==> config.mk <==
export PLATFORM = sky130hd
export DESIGN_NAME = vga_bus_master
export DESIGN_NICKNAME = d
export VERILOG_FILES = /design/src/rtl/vga_bus_master.sv
export SDC_FILE = /design/constraint.sdc
export NUM_CORES = 1
export LEC_CHECK = 0
export BUFFER_PORTS_ARGS = -buffer_cell sky130_fd_sc_hd__buf_2
export CORE_ASPECT_RATIO = 0.8
export CORE_MARGIN = 2
export CORE_UTILIZATION = 53
export CTS_CLUSTER_DIAMETER = 200
export DETAILED_ROUTE_END_ITERATION = 8
export PLACE_DENSITY = 0.84
export SLEW_MARGIN = 10
export SYNTH_ARGS = -nofsm -noshare
export SYNTH_HDL_FRONTEND = slang
export SYNTH_SLANG_ARGS = --single-unit
==> constraint.sdc <==
create_clock -name clock -period 2.6 [get_ports clock]
set_clock_uncertainty 0.05 [all_clocks]
set_input_delay 0.26 -clock clock [delete_from_list [all_inputs] [get_ports clock]]
set_output_delay 0.26 -clock clock [all_outputs]
set_load 0.02 [all_outputs]
==> src/rtl/vga_bus_master.sv <==
// Bus-initiator fill/copy engine for the VGA video-memory window.
// Drives 8086-style _vga_mem/_rd/_wr/_bhe cycles with rdy wait states and a strobe timeout.
module vga_bus_master #(
  parameter int unsigned STROBE_MIN = 4,
  parameter int unsigned WAIT_MAX   = 255,
  parameter int unsigned AW         = 17
) (
  input  logic          clock,
  input  logic          _reset,
  input  logic          start,
  input  logic          op,
  input  logic [AW-1:0] dst_addr,
  input  logic [AW-1:0] src_addr,
  input  logic [15:0]   count,
  input  logic [15:0]   pattern,
  input  logic [1:0]    mask,
  input  logic          abort,
  input  logic          rdy,
  input  logic [15:0]   din,
  output logic [AW-1:0] bus_addr,
  output logic [15:0]   dout,
  output logic          dout_en,
  output logic          _vga_mem,
  output logic          _rd,
  output logic          _wr,
  output logic          _bhe,
  output logic          busy,
  output logic          done,
  output logic          aborted,
  output logic          err,
  output logic [15:0]   remaining
);

  localparam int unsigned ScW = $clog2(WAIT_MAX + 1);

  typedef enum logic [2:0] {StIdle, StSetup, StStrobe, StRecover, StDone} state_e;

  state_e          state_q, state_d;
  logic            rdy_s;
  logic            op_q, rd_phase_q, abort_q;
  logic [AW-1:0]   dst_q, src_q;
  logic [15:0]     pattern_q, buf_q, remaining_q;
  logic [1:0]      mask_q;
  logic [ScW-1:0]  sc_q;
  logic            err_q, aborted_q;

  logic            in_access, abort_any, strobe_exit, timeout;
  logic [AW-1:0]   wr_addr;

  assign in_access   = state_q inside {StSetup, StStrobe, StRecover};
  assign abort_any   = abort_q | (abort & in_access);
  assign strobe_exit = (sc_q >= ScW'(STROBE_MIN - 1)) && rdy_s;
  assign timeout     = (sc_q == ScW'(WAIT_MAX)) && !strobe_exit;
  // A0 is only set for a high-byte-only write.
  assign wr_addr     = {dst_q[AW-1:1], mask_q == 2'b10};

  always_ff @(posedge clock) begin
    if (!_reset) state_q <= StIdle;
    else         state_q <= state_d;
  end

  always_comb begin
    state_d = state_q;
    unique case (state_q)
      StIdle: begin
        if (start) state_d = (mask == 2'b00 || count == 16'd0) ? StDone : StSetup;
      end
      StSetup:  state_d = StStrobe;
      StStrobe: begin
        if (strobe_exit)  state_d = StRecover;
        else if (timeout) state_d = StDone;
      end
      StRecover: begin
        if (rd_phase_q)                              state_d = abort_any ? StDone : StSetup;
        else if (remaining_q == 16'd1 || abort_any)  state_d = StDone;
        else                                         state_d = StSetup;
      end
      StDone:  state_d = StIdle;
      default: state_d = StIdle;
    endcase
  end

  always_ff @(posedge clock) begin
    if (!_reset) begin
      rdy_s       <= 1'b0;
      op_q        <= 1'b0;
      rd_phase_q  <= 1'b0;
      abort_q     <= 1'b0;
      dst_q       <= '0;
      src_q       <= '0;
      pattern_q   <= '0;
      buf_q       <= '0;
      remaining_q <= '0;
      mask_q      <= '0;
      sc_q        <= '0;
      err_q       <= 1'b0;
      aborted_q   <= 1'b0;
    end else begin
      rdy_s <= rdy;
      if (in_access && abort) abort_q <= 1'b1;
      unique case (state_q)
        StIdle: begin
          if (start) begin
            op_q        <= op;
            rd_phase_q  <= op;
            dst_q       <= {dst_addr[AW-1:1], 1'b0};
            src_q       <= {src_addr[AW-1:1], 1'b0};
            pattern_q   <= pattern;
            mask_q      <= mask;
            remaining_q <= count;
            err_q       <= (mask == 2'b00);
            aborted_q   <= 1'b0;
            abort_q     <= 1'b0;
          end
        end
        StSetup: sc_q <= '0;
        StStrobe: begin
          sc_q <= sc_q + 1'b1;
          if (strobe_exit && rd_phase_q) buf_q <= din;
          if (timeout) begin
            err_q <= 1'b1;
            if (abort_any) aborted_q <= 1'b1;
          end
        end
        StRecover: begin
          if (rd_phase_q) begin
            rd_phase_q <= 1'b0;
          end else begin
            dst_q       <= dst_q + AW'(2);
            src_q       <= src_q + AW'(2);
            remaining_q <= remaining_q - 16'd1;
            rd_phase_q  <= op_q;
          end
          if (state_d == StDone && abort_any) aborted_q <= 1'b1;
        end
        default: ;
      endcase
    end
  end

  always_comb begin
    bus_addr = '0;
    dout     = '0;
    dout_en  = 1'b0;
    _vga_mem = 1'b1;
    _rd      = 1'b1;
    _wr      = 1'b1;
    _bhe     = 1'b1;
    busy     = 1'b0;
    done     = 1'b0;
    unique case (state_q)
      StSetup, StStrobe, StRecover: begin
        busy     = 1'b1;
        _vga_mem = 1'b0;
        if (rd_phase_q) begin
          // Copy reads always fetch the full word.
          bus_addr = src_q;
          _bhe     = 1'b0;
        end else begin
          bus_addr = wr_addr;
          _bhe     = ~mask_q[1];
          dout     = op_q ? buf_q : pattern_q;
          dout_en  = 1'b1;
        end
        if (state_q == StStrobe) begin
          _rd = ~rd_phase_q;
          _wr = rd_phase_q;
        end
      end
      StDone:  done = 1'b1;
      default: ;
    endcase
  end

  assign aborted   = aborted_q;
  assign err       = err_q;
  assign remaining = remaining_q;

endmodule

==> metrics.md <==
| Metric | Value |
|---|---|
| Placed standard-cell area | `6317 um^2` |
| Synth Flop Type | `dfxtp_1` |
| Via density | `5.946` |
| H-Tree Depth | `3` |
| Sw Ratio | `0.3240` |
| Mapped Area | `5487 um^2` |
| Crit. End Element | `register` |
| Critical path startpoint category | `register` |
| Num CTS Buffers | `9` |
| Max Root-Sink Buffers | `2` |
| Initial antenna violation count | `0` |
| Post-Route Setup TNS | `0 ns` |
| Drt initial violations | `between 600 and 700` |
| Setup WS pre-CTS | `between 0.4 and 0.5 ns` |
| Number of remaining DRC errors | `0` |
| Final Cell Area | `6601 um^2` |
| Post-CTS Setup Bufs | `0` |
| Final Max Tran Viols | `0` |
| Register area share after synthesis | `0.3612` |
| Number of flops mapped to enable cells by yosys | `0` |
| Port Buffers | `~150` |
| Avg Cell Area, Syn | `between 7 and 8 um^2` |
| CP max FO | `11` |
| Util after Layout | `0.6499` |
| Die Width | `117.8 um` |
| Relative slew slack | `0.6010` |
| Leak pwr | `2.740 nW` |
| ANT nets after route | `0` |
| Fraction of registers with async set/reset | `0` |
| Power share of the combinational group | `0.199` |
| TritonCTS Sinks | `99` |
| Syn nets | `820` |
| Hold-fix buffers, CTS | `0` |
| Drt first pass iters | `5` |
| Status | `finished, final reports clean` |
| CP arrival | `2.48 ns` |
| Critical path launch point | `state_q[1]` |
| Minimum clock period | `2.250 ns` |
| Share of power burned in registers | `0.459` |
| Clock power frac | `0.342` |
| Resized cells post-CTS | `0` |
| RePlAce Congestion | `between 0.8 and 0.9` |
| Hold Crit Class | `input port to register` |
| #FFs+latches synth | `99` |
| RSZ-0062 raised after global routing | `no` |
| Netlist cell types | `60` |
| First-pass GRT wire length | `25.01 mm` |
| Largest net degree at the start of global routing | `between 70 and 80` |
| GRT Total Usage | `0.2750` |
| Num ports | `148` |
| ANT cells | `0` |
| Most common cell in the synthesized netlist | `nor2_1` |
| Pwr per Cell Area | `~580 nW/um^2` |
| Net load switching power | `1.238 mW` |
| Hold wc startpoint | `rdy` |
| Post-synth top area share | `0.3612` |
| WL per Instance | `15.97 um` |
| Synth Warn # | `0` |
| Critical R2R Launch | `state_q[1]` |
| Final Hold Viols | `0` |
| Die H | `~95 um` |
| Final setup violation count | `0` |
| Fillers | `952` |
| WL final | `15.74 mm` |
| Final period util | `0.8653` |
| Clk pin slew, worst setup/hold paths | `approximately 0.07 ns` |
| Fmax | `between 400 and 500 MHz` |
| Largest area contributor in the netlist | `dfxtp_1` |
| Share of cells above drive strength 1 | `0.2364` |
| Post-Syn Instances | `725` |
| Worst Max-Slew Pin Slew | `~0.6 ns` |
| Vias in the first global route | `5,074` |
| Die area | `11,190 um^2` |
| Fin Hold WS | `about 0.080 ns` |
| Core area | `just over 10,000 um^2` |
| Root Buffer | `clkbuf_16` |
| FP Rows | `33` |
| Int Power | `2.583 mW` |
| Largest cells by area after synthesis | `dfxtp_1 36%, mux2i_1 8.8%, nor2_1 7.1%` |
| Worst vdd ir | `approximately 0.00034 V` |
| P&R area growth vs syn | `20.32%` |
| Vias | `around 6,000` |
| Slowest CP cell | `dfxtp_1` |
| Global route total overflow | `0` |
| Clk Latency, worst-skew pair | `0.35 ns` |
| Initial Utilization | `0.5402` |
| Crit-path cells | `or3b_1 > or2_2 > nor4b_2 > a221oi_1 > o22ai_1` |
| Max-cap violations | `0` |
| CTS tree | `done` |
| Layout Nets | `between 900 and 1,000` |
| Crit Path Class | `register to register` |
| Worst endpoint required time | `~2.8 ns` |
| Setup ws final | `0.3502 ns` |
| DP Wirelength | `10.89 mm` |
| Synth top cells by count | `104 x nor2_1, 99 x dfxtp_1, 86 x nand2_1` |
| Worst path max stage delay | `0.56 ns` |
-- stage by stage --
| step | instances | total power, mW |
|---|---|---|
| finish | 986 | 3.820 |
| detailed placement | 970 | 2.535 |
| global placement | 970 | 2.519 |
| floorplan | 725 | 2.263 |
| global route | 986 | 3.996 |
| CTS | 986 | 3.818 |
-- path summary, 6_finish.rpt --
kind	to	slack, ns	depth (start not counted)
worst max-delay path	aborted	0.35	5
worst min-delay path	rdy_s	0.08	2
worst max register to register	aborted	0.35	5
worst min register to register	pattern_q[2]	0.41	2
-- cells by family after synthesis --
group                    Yosys count  share of synthesized area
AO/OA/AOI/OAI                    192                     0.2123
multiplexers                      51                    0.09373
buffers and inverters             71                    0.05313
flip-flops                        99                     0.3612
adder cells (fa/ha/maj)            5                    0.01140
AND/OR/NAND/NOR                  307                     0.2682
-- layout by cell type (no fill, tap or decap), types with 3 or more instances in the layout --
| master | count |
|---|---|
| nor4_1 | 10 |
| nand3_1 | 22 |
| buf_2 | 145 |
| a22oi_1 | 5 |
| mux2_2 | 3 |
| o21ai_0 | 49 |
| or3_1 | 10 |
| and3_1 | 7 |
| a31oi_1 | 9 |
| a41oi_1 | 5 |
| inv_1 | 13 |
| a21oi_1 | 76 |
| nand4_1 | 11 |
| nor3b_1 | 4 |
| a211oi_1 | 8 |
| inv_6 | 3 |
| o211ai_1 | 4 |
| o221a_2 | 4 |
| buf_12 | 3 |
| ha_1 | 5 |
| a311oi_1 | 3 |
| nor3_1 | 20 |
| clkbuf_16 | 9 |
| nand2b_1 | 4 |
| or2_2 | 4 |
| buf_4 | 14 |
| o22ai_1 | 7 |
| nand4b_1 | 3 |
| mux2i_1 | 48 |
| a2bb2oi_1 | 3 |
| nand2_1 | 86 |
| dfxtp_1 | 99 |
| and2_1 | 7 |
| nor2_1 | 103 |
-- flip-flops by register name (all words and copies together), names as in the netlist --
name	cells
mask_q	2
pattern_q	16
aborted	1
src_q	16
abort_q	1
rdy_s	1
err	1
dst_q	16
op_q	1
sc_q	8
remaining	16
state_q	3
rd_phase_q	1
buf_q	16
-- critical path, delay by kind of cell (launching register included) --
family           cells  cell delay [ns]
AND/OR/NAND/NOR      3             1.30
AO/OA/AOI/OAI        2             0.27
flip-flops           1             0.56
-- cell type report --
type                            instances  area (um^2)  share of cell area
Tap cell                              140        175.2             0.02654
Clock buffer                            9        225.2             0.03412
Multi-Input combinational cell        555         3217              0.4873
Clock inverter                          7        58.81            0.008908
Sequential cell                        99         1982              0.3002
Timing Repair Buffer                  162        890.9              0.1350
Inverter                               14        52.55            0.007961
-- power groups by stage --
stage               Combinational [mW]  Sequential (mW)  Clock [mW]
finish                           0.760             1.75        1.31
global route                     0.836             1.77        1.39
CTS                              0.756             1.75        1.31
detailed placement               0.753             1.78           0
global placement                 0.741             1.78           0
floorplan                        0.501             1.76           0
-- layer usage --
layer / part of all wire / GRT usage
met5: 0 / 0
met4: 0.014 / 0.08133
met3: 0.075 / 0.05918
met2: 0.46 / 0.4336
met1: 0.45 / 0.3801
Power figures use the tool's default switching activity.
